**src/rtl/serial_parity_unit.sv**
```systemverilog
// Serial parity accumulator: accepts a WIDTH-bit word, folds one bit per clock through an XOR
// into a single parity bit, and presents the result on a valid/ready output handshake.
module serial_parity_unit #(
  parameter int unsigned WIDTH = 8
) (
  input  logic             clk,
  input  logic             rst_n,
  input  logic             in_valid,
  output logic             in_ready,
  input  logic [WIDTH-1:0] in_data,
  input  logic             odd_mode,
  output logic             out_valid,
  output logic             out_parity,
  input  logic             out_ready
);

  localparam int unsigned     CntW    = (WIDTH > 1) ? $clog2(WIDTH) : 1;
  localparam logic [CntW-1:0] LastCnt = CntW'(WIDTH - 1);

  localparam logic [1:0] StIdle  = 2'd0;
  localparam logic [1:0] StShift = 2'd1;
  localparam logic [1:0] StDone  = 2'd2;

  logic [1:0]       r_state;
  logic [WIDTH-1:0] r_sh;
  logic             r_acc;
  logic [CntW-1:0]  r_cnt;

  logic [1:0]       w_state_d;
  logic [WIDTH-1:0] w_sh_d;
  logic             w_acc_d;
  logic [CntW-1:0]  w_cnt_d;

  always_comb begin
    w_state_d = r_state;
    w_sh_d    = r_sh;
    w_acc_d   = r_acc;
    w_cnt_d   = r_cnt;
    case (r_state)
      StIdle: begin
        if (in_valid) begin
          w_sh_d    = in_data;
          w_acc_d   = odd_mode;
          w_cnt_d   = '0;
          w_state_d = StShift;
        end
      end
      StShift: begin
        w_acc_d = r_acc ^ r_sh[0];
        w_sh_d  = r_sh >> 1;
        // Counter saturates at the last bit index instead of wrapping.
        if (r_cnt == LastCnt) begin
          w_state_d = StDone;
        end else begin
          w_cnt_d = r_cnt + CntW'(1);
        end
      end
      StDone: begin
        if (out_ready) begin
          w_state_d = StIdle;
        end
      end
      default: begin
        w_state_d = StIdle;
      end
    endcase
  end

  always_ff @(posedge clk or negedge rst_n) begin
    if (!rst_n) begin
      r_state <= StIdle;
      r_sh    <= '0;
      r_acc   <= 1'b0;
      r_cnt   <= '0;
    end else begin
      r_state <= w_state_d;
      r_sh    <= w_sh_d;
      r_acc   <= w_acc_d;
      r_cnt   <= w_cnt_d;
    end
  end

  // Handshake outputs decode the state register only; parity comes straight from the register.
  assign in_ready   = (r_state == StIdle);
  assign out_valid  = (r_state == StDone);
  assign out_parity = r_acc;

endmodule

```
**config.mk**
```make
export PLATFORM = sky130hd
export DESIGN_NAME = serial_parity_unit
export DESIGN_NICKNAME = d
export VERILOG_FILES = /design/src/rtl/serial_parity_unit.sv
export SDC_FILE = /design/constraint.sdc
export NUM_CORES = 1
export LEC_CHECK = 0
export CORE_UTILIZATION = 45
export DETAILED_ROUTE_END_ITERATION = 10
export DONT_BUFFER_PORTS = 1
export PLACE_DENSITY = 0.67
export SETUP_SLACK_MARGIN = 0.05
export SYNTH_ARGS = -nofsm -noshare
export SYNTH_HDL_FRONTEND = slang
export SYNTH_SLANG_ARGS = --single-unit
```
**constraint.sdc**
```tcl
create_clock -name clk -period 2 [get_ports clk]
set_input_delay 0.2 -clock clk [delete_from_list [all_inputs] [get_ports clk]]
set_output_delay 0.2 -clock clk [all_outputs]
set_load 0.005 [all_outputs]
```
==> impl_metrics.yaml, run 1 <==
floorplanning:
  die_y_microns: 42.5
  fp.coreArea_sq_um: 1520
  die_w_microns: 42.5
  die_area_sq_um: 1810
  io_pins: 16
  start_util_pct: 48.4
  rows: 14
synth:
  syn_area_per_cell_sq_um: 9.98
  synth_seq_cells: 14
  yosysSeqAreaShare_pct: 47.5
  mappedNetlistArea_sq_um: 738
  synthCells: 74
  syn-num-nets: 89
  yosys_warnings: 0
  synthDistinctLibCells: 18
sta:
  min_period_ns: 1.51
  relSlewSlack_pct: 60.0
  fin_skew_ns: 0.00882
  tns_ns: 0
  rsz0062_at_grt: "no"
  finalSetupViolations: 0
  hold_viol_final: 0
  final.period_utilization_pct: 75.7
  fmax_ghz: 0.660
  worstMarginPinSlew_ns: 0.598
  slew_violations: 0
status:
  status: "completed"
finish:
  multi_input_area_sq_um: 350
  antenna_cells: 0
  final_area_sq_um: 782
  fill_cells: 145
  layout_commonest_cell: "dfrtp_1"
  syn_to_final_growth_pct: 5.93
  drive_gt1_share_pct: 7.89
  finalNetCount: 92
  final_cell_mix: "dfrtp_1 (14), nor2b_1 (11), a21oi_1 (8), o21ai_0 (8), a22oi_1 (7)"
  seq_area_sq_um: 350
  instances_no_fill: 92
route:
  wl_per_cell_microns: 15.1
  via_per_inst: 6.08
  drc: 0
  vias: 559
  drt_pre_antenna_iters: 4
  wl_microns: 1390
  drt_iter0_drc: 12
  detail-route-antenna-nets: 0
placement:
  dp.cells: 87
  placement.io_buffers: 0
  dp_hpwl_microns: 992
  gp_congestion: 0.723
  place_area_sq_um: 736
clock_network:
  cts_resized: 0
  cts.sinks: 14
  cts_setup_buffers: 0
  cts_root_buffer: "clkbuf_4"
  clockBufferDepth: 2
  postCtsHoldBufs: 1
  clk_pin_slew_ns: 0.09
  tritoncts: "yes"
  htree_levels: 1
  clock_latency_ns: 0.28
  cts_made_buffers: 3
global_route:
  grt_use_total_pct: 19.0
  grt_pass1_vias: 539
  antenna_found_initial: 0
  grt_max_degree: 17
  grt_first_pass_wirelength_microns: 2490
  overflow: 0
worst_setup_path:
  start_kind: "register"
  critPathRequiredTime_ns: 2.16
  crit_arrival_ns: 1.68
  cp-end-kind: "register"
  critPathMaxFanout: 6
  criticalPathCategory: "reg2reg"
power:
  p_leak_nw: 0.340
  power_density_nw_per_um2: 1430
  peakVddDrop_uv: 716
min_path:
  min_path_type: "in2reg"
job:
  cap_violations: 0
[layer usage]
| metal | share of wire [%] | vias to the layer above | GRT usage, % | wire length [microns] |
|---|---|---|---|---|
| met4 | 1.2 | 0 | 5.63 | 17 |
| met5 | 0 | - | 0 | 0 |
| li1 | - | 275 | - | - |
| met1 | 49 | 267 | 25.5 | 676 |
| met3 | 5.7 | 2 | 8.19 | 79 |
| met2 | 44 | 15 | 27.7 | 615 |
[flip-flops by register name, indices dropped and copies added (netlist names)]
signal      flops
r_state         2
r_cnt           3
r_sh            8
out_parity      1
[area by class of cell]
class | instances | area share [%]
flip-flops and latches | 14 | 44.8
repair buffers | 2 | 2.24
inverters | 2 | 0.960
clock buffers | 4 | 4.64
multi-input cells | 54 | 44.8
well taps | 16 | 2.56
[through the flow]
step / power [mW] / hold slack [ns] / utilization, % / setup WS [ns]
4_1_cts: 1.13 / 0.0906 / 51.3 / 0.470
3_3_place_gp: 0.898 / -0.0952 / 48.3 / 0.575
3_5_place_dp: 0.921 / -0.0953 / 48.3 / 0.486
6_report: 1.12 / 0.0931 / 51.3 / 0.485
2_1_floorplan: 0.861 / -0.0956 / - / 0.608
5_1_grt: 1.23 / 0.0857 / 51.3 / 0.362
[critical path: stages (launching register included)]
cell,delay (ns)
dfrtp_1,0.39
ha_1,0.16
ha_1,0.24
nor2_1,0.09
mux2_2,0.28
a22o_1,0.23
[final timing paths]
kind	from	to	slack [ns]	depth (start not counted)
max	r_cnt[0]	r_cnt[0]	0.49	5
min	out_ready	r_state[1]	0.09	2
max reg2reg	r_cnt[0]	r_cnt[0]	0.49	5
min reg2reg	r_sh[1]	r_sh[1]	0.49	2
max in group asynchronous	rst_n	r_sh[4]	1.25	1
min in group asynchronous	rst_n	r_state[1]	0.36	1
[cell usage after synthesis, drive strengths merged]
master / instances / area share (%)
a21oi: 8 / 5.4
a221oi: 1 / 1.2
a22o: 6 / 7.1
a22oi: 7 / 7.1
and2b: 1 / 1.0
and3b: 1 / 1.2
buf: 2 / 3.1
clkbuf: 2 / 1.0
dfrtp: 14 / 47
ha: 2 / 3.4
inv: 2 / 1.0
mux2: 1 / 1.5
nand2: 3 / 1.5
nor2: 3 / 1.5
nor2b: 11 / 9.3
o21ai: 9 / 6.1
o21bai: 1 / 1.0
[power breakdown]
part	internal, mW	switching [mW]	leakage (nW)
Combinational	0.220	0.188	0.141
Sequential	0.395	0.114	0.179
Clock	0.111	0.0891	0.0210
Total	0.726	0.391	0.340
[cells by family after synthesis]
kind of cell	synth area share (%)
compound gates	28.0
fa+ha+maj	3.39
buf+inv	5.09
flops	47.5
mux	1.53
simple gates	14.6
(Power assumes the default switching activity.)
==> run 2: changes to the inputs <==
- PLACE_DENSITY: 0.67 -> 0.69
- clock period: 2 -> 1.29 ns (I/O delays scaled with it)
==> impl_metrics.yaml, run 2 (synthesis gave the netlist of run 1 again) <==
clock_network:
  clock_latency_ns: 0.28
  cts_root_buffer: "clkbuf_4"
  cts.sinks: 14
  clk_pin_slew_ns: 0.08
  tritoncts: "yes"
  cts_made_buffers: 3
  clockBufferDepth: 2
  cts_setup_buffers: 0
  htree_levels: 1
placement:
  dp_slack_ns: -0.0367
  dp_hpwl_microns: 1060
  placement.io_buffers: 0
  gp_congestion: 0.757
finish:
  finalNetCount: 97
  layout_commonest_cell: "dfrtp_1"
  largest_reg_flops: 8
  largest_register: "r_sh"
  final_cell_mix: "dfrtp_1 (13), nor2b_1 (10), a21oi_1 (8), o21ai_0 (8), a22oi_1 (7)"
  fill_cells: 136
  largestRegisters: "r_sh x8, r_cnt x3, r_state x2"
  syn_to_final_growth_pct: 12.9
  antenna_cells: 0
  postLayoutCoreUtil_pct: 54.7
  drive_gt1_share_pct: 20.0
worst_setup_path:
  critPathRequiredTime_ns: 1.46
  crit_buf_inv: 0
  criticalPathCategory: "reg2reg"
  crit_arrival_ns: 1.50
  cp_top_family: "flip-flops"
  r2r_start: "r_cnt[1]"
  max_stage_delay_ns: 0.38
  start_kind: "register"
  critPathSlowestCell: "dfrtp_1"
  cp-end-kind: "register"
  critPathMaxFanout: 6
  cp_cell_sequence: "ha_2, ha_4, mux2_2, a22o_1"
  critPathLaunch: "r_cnt[1]"
sta:
  fin_ws_ns: -0.0425
  final.period_utilization_pct: 103
  finalSetupViolations: 2
  hold_viol_final: 0
  worstMarginPinSlew_ns: 0.645
  tns_ns: -0.0441
  slew_violations: 0
  min_period_ns: 1.33
  fin_skew_ns: 0.00457
  relSlewSlack_pct: 56.9
  rsz0062_at_grt: "yes"
  fmax_ghz: 0.750
status:
  status: "finished, violations left"
  violations: "setup timing"
global_route:
  overflow: 0
  grt_max_degree: 15
  grt_pass1_vias: 566
  grt_use_total_pct: 18.2
  antenna_found_initial: 0
  grt_first_pass_wirelength_microns: 2430
power:
  power_mw: 1.80
  peakVddDrop_uv: 943
  power_density_nw_per_um2: 2160
  p_leak_nw: 0.362
floorplanning:
  fp.coreArea_sq_um: 1520
  die_y_microns: 42.5
  die_area_sq_um: 1810
  rows: 14
  io_pins: 16
  start_util_pct: 48.4
  die_w_microns: 42.5
min_path:
  min_path_type: "in2reg"
  hp-start: "odd_mode"
route:
  drt_pre_antenna_iters: 4
  via_per_inst: 5.99
  wl_per_cell_microns: 14.9
  detail-route-antenna-nets: 0
  drt_iter0_drc: 6
  vias: 575
  drc: 0
  wl_microns: 1430
job:
  cap_violations: 0
==> run 2: per-layer routing <==
layer | track usage (%) | vias to the layer above | share of wire [%] | routed length, microns
met1 | 24.2 | 277 | 48 | 685
met2 | 26.5 | 10 | 47 | 670
met3 | 8.19 | 3 | 4.7 | 67
met5 | 0 | - | 0 | 0
li1 | - | 285 | - | -
met4 | 5.63 | 0 | 0.70 | 10
==> run 2: power breakdown <==
group | leakage [nW] | switching, mW | total (mW) | internal, mW
registers | 0.177 | 0.159 | 0.773 | 0.614
clock network | 0.0138 | 0.130 | 0.239 | 0.108
logic | 0.171 | 0.339 | 0.785 | 0.446
total | 0.362 | 0.628 | 1.80 | 1.17
==> run 2: stage by stage <==
stage | hold WS (ns) | cells | instance area [sq um]
global placement | -0.166 | 92 | 791
detailed placement | -0.166 | 92 | 791
global route | 0.0272 | 96 | 833
floorplan | -0.167 | 74 | 756
CTS | 0.0388 | 96 | 823
finish | 0.0346 | 96 | 833
==> run 2: timing repair <==
| item | in CTS | in global routing |
|---|---|---|
| pin swaps | 3 | 0 |
| resized for setup | 0 | 4 |
| hold buffers | 1 | 0 |
| endpoints found under the hold margin | 14 | 0 |
| setup endpoints to repair | 9 | 12 |
==> run 2: final timing paths <==
path | cells after the start | slack, ns | endpoint
hold reg to reg | 2 | 0.50 | r_sh[5]
max in group asynchronous | 1 | 0.53 | r_state[1]
min in group asynchronous | 1 | 0.31 | out_parity
setup reg to reg | 4 | -0.04 | r_cnt[0]
hold / removal | 2 | 0.03 | out_parity
setup / recovery | 4 | -0.04 | r_cnt[0]
==> run 2: worst register-to-register path, stage by stage, from the launching register on <==
cell     delay [ns]
dfrtp_1        0.38
ha_2           0.20
ha_4           0.18
mux2_2         0.26
a22o_1         0.21
==> run 2: final cells by class <==
class | instances | area (sq um) | share of cell area [%]
Clock buffer | 3 | 22.5 | 2.70
Inverter | 2 | 7.51 | 0.901
Multi-Input combinational cell | 54 | 377 | 45.2
Sequential cell | 14 | 352 | 42.2
Tap cell | 16 | 20.0 | 2.40
Timing Repair Buffer | 7 | 55.1 | 6.61
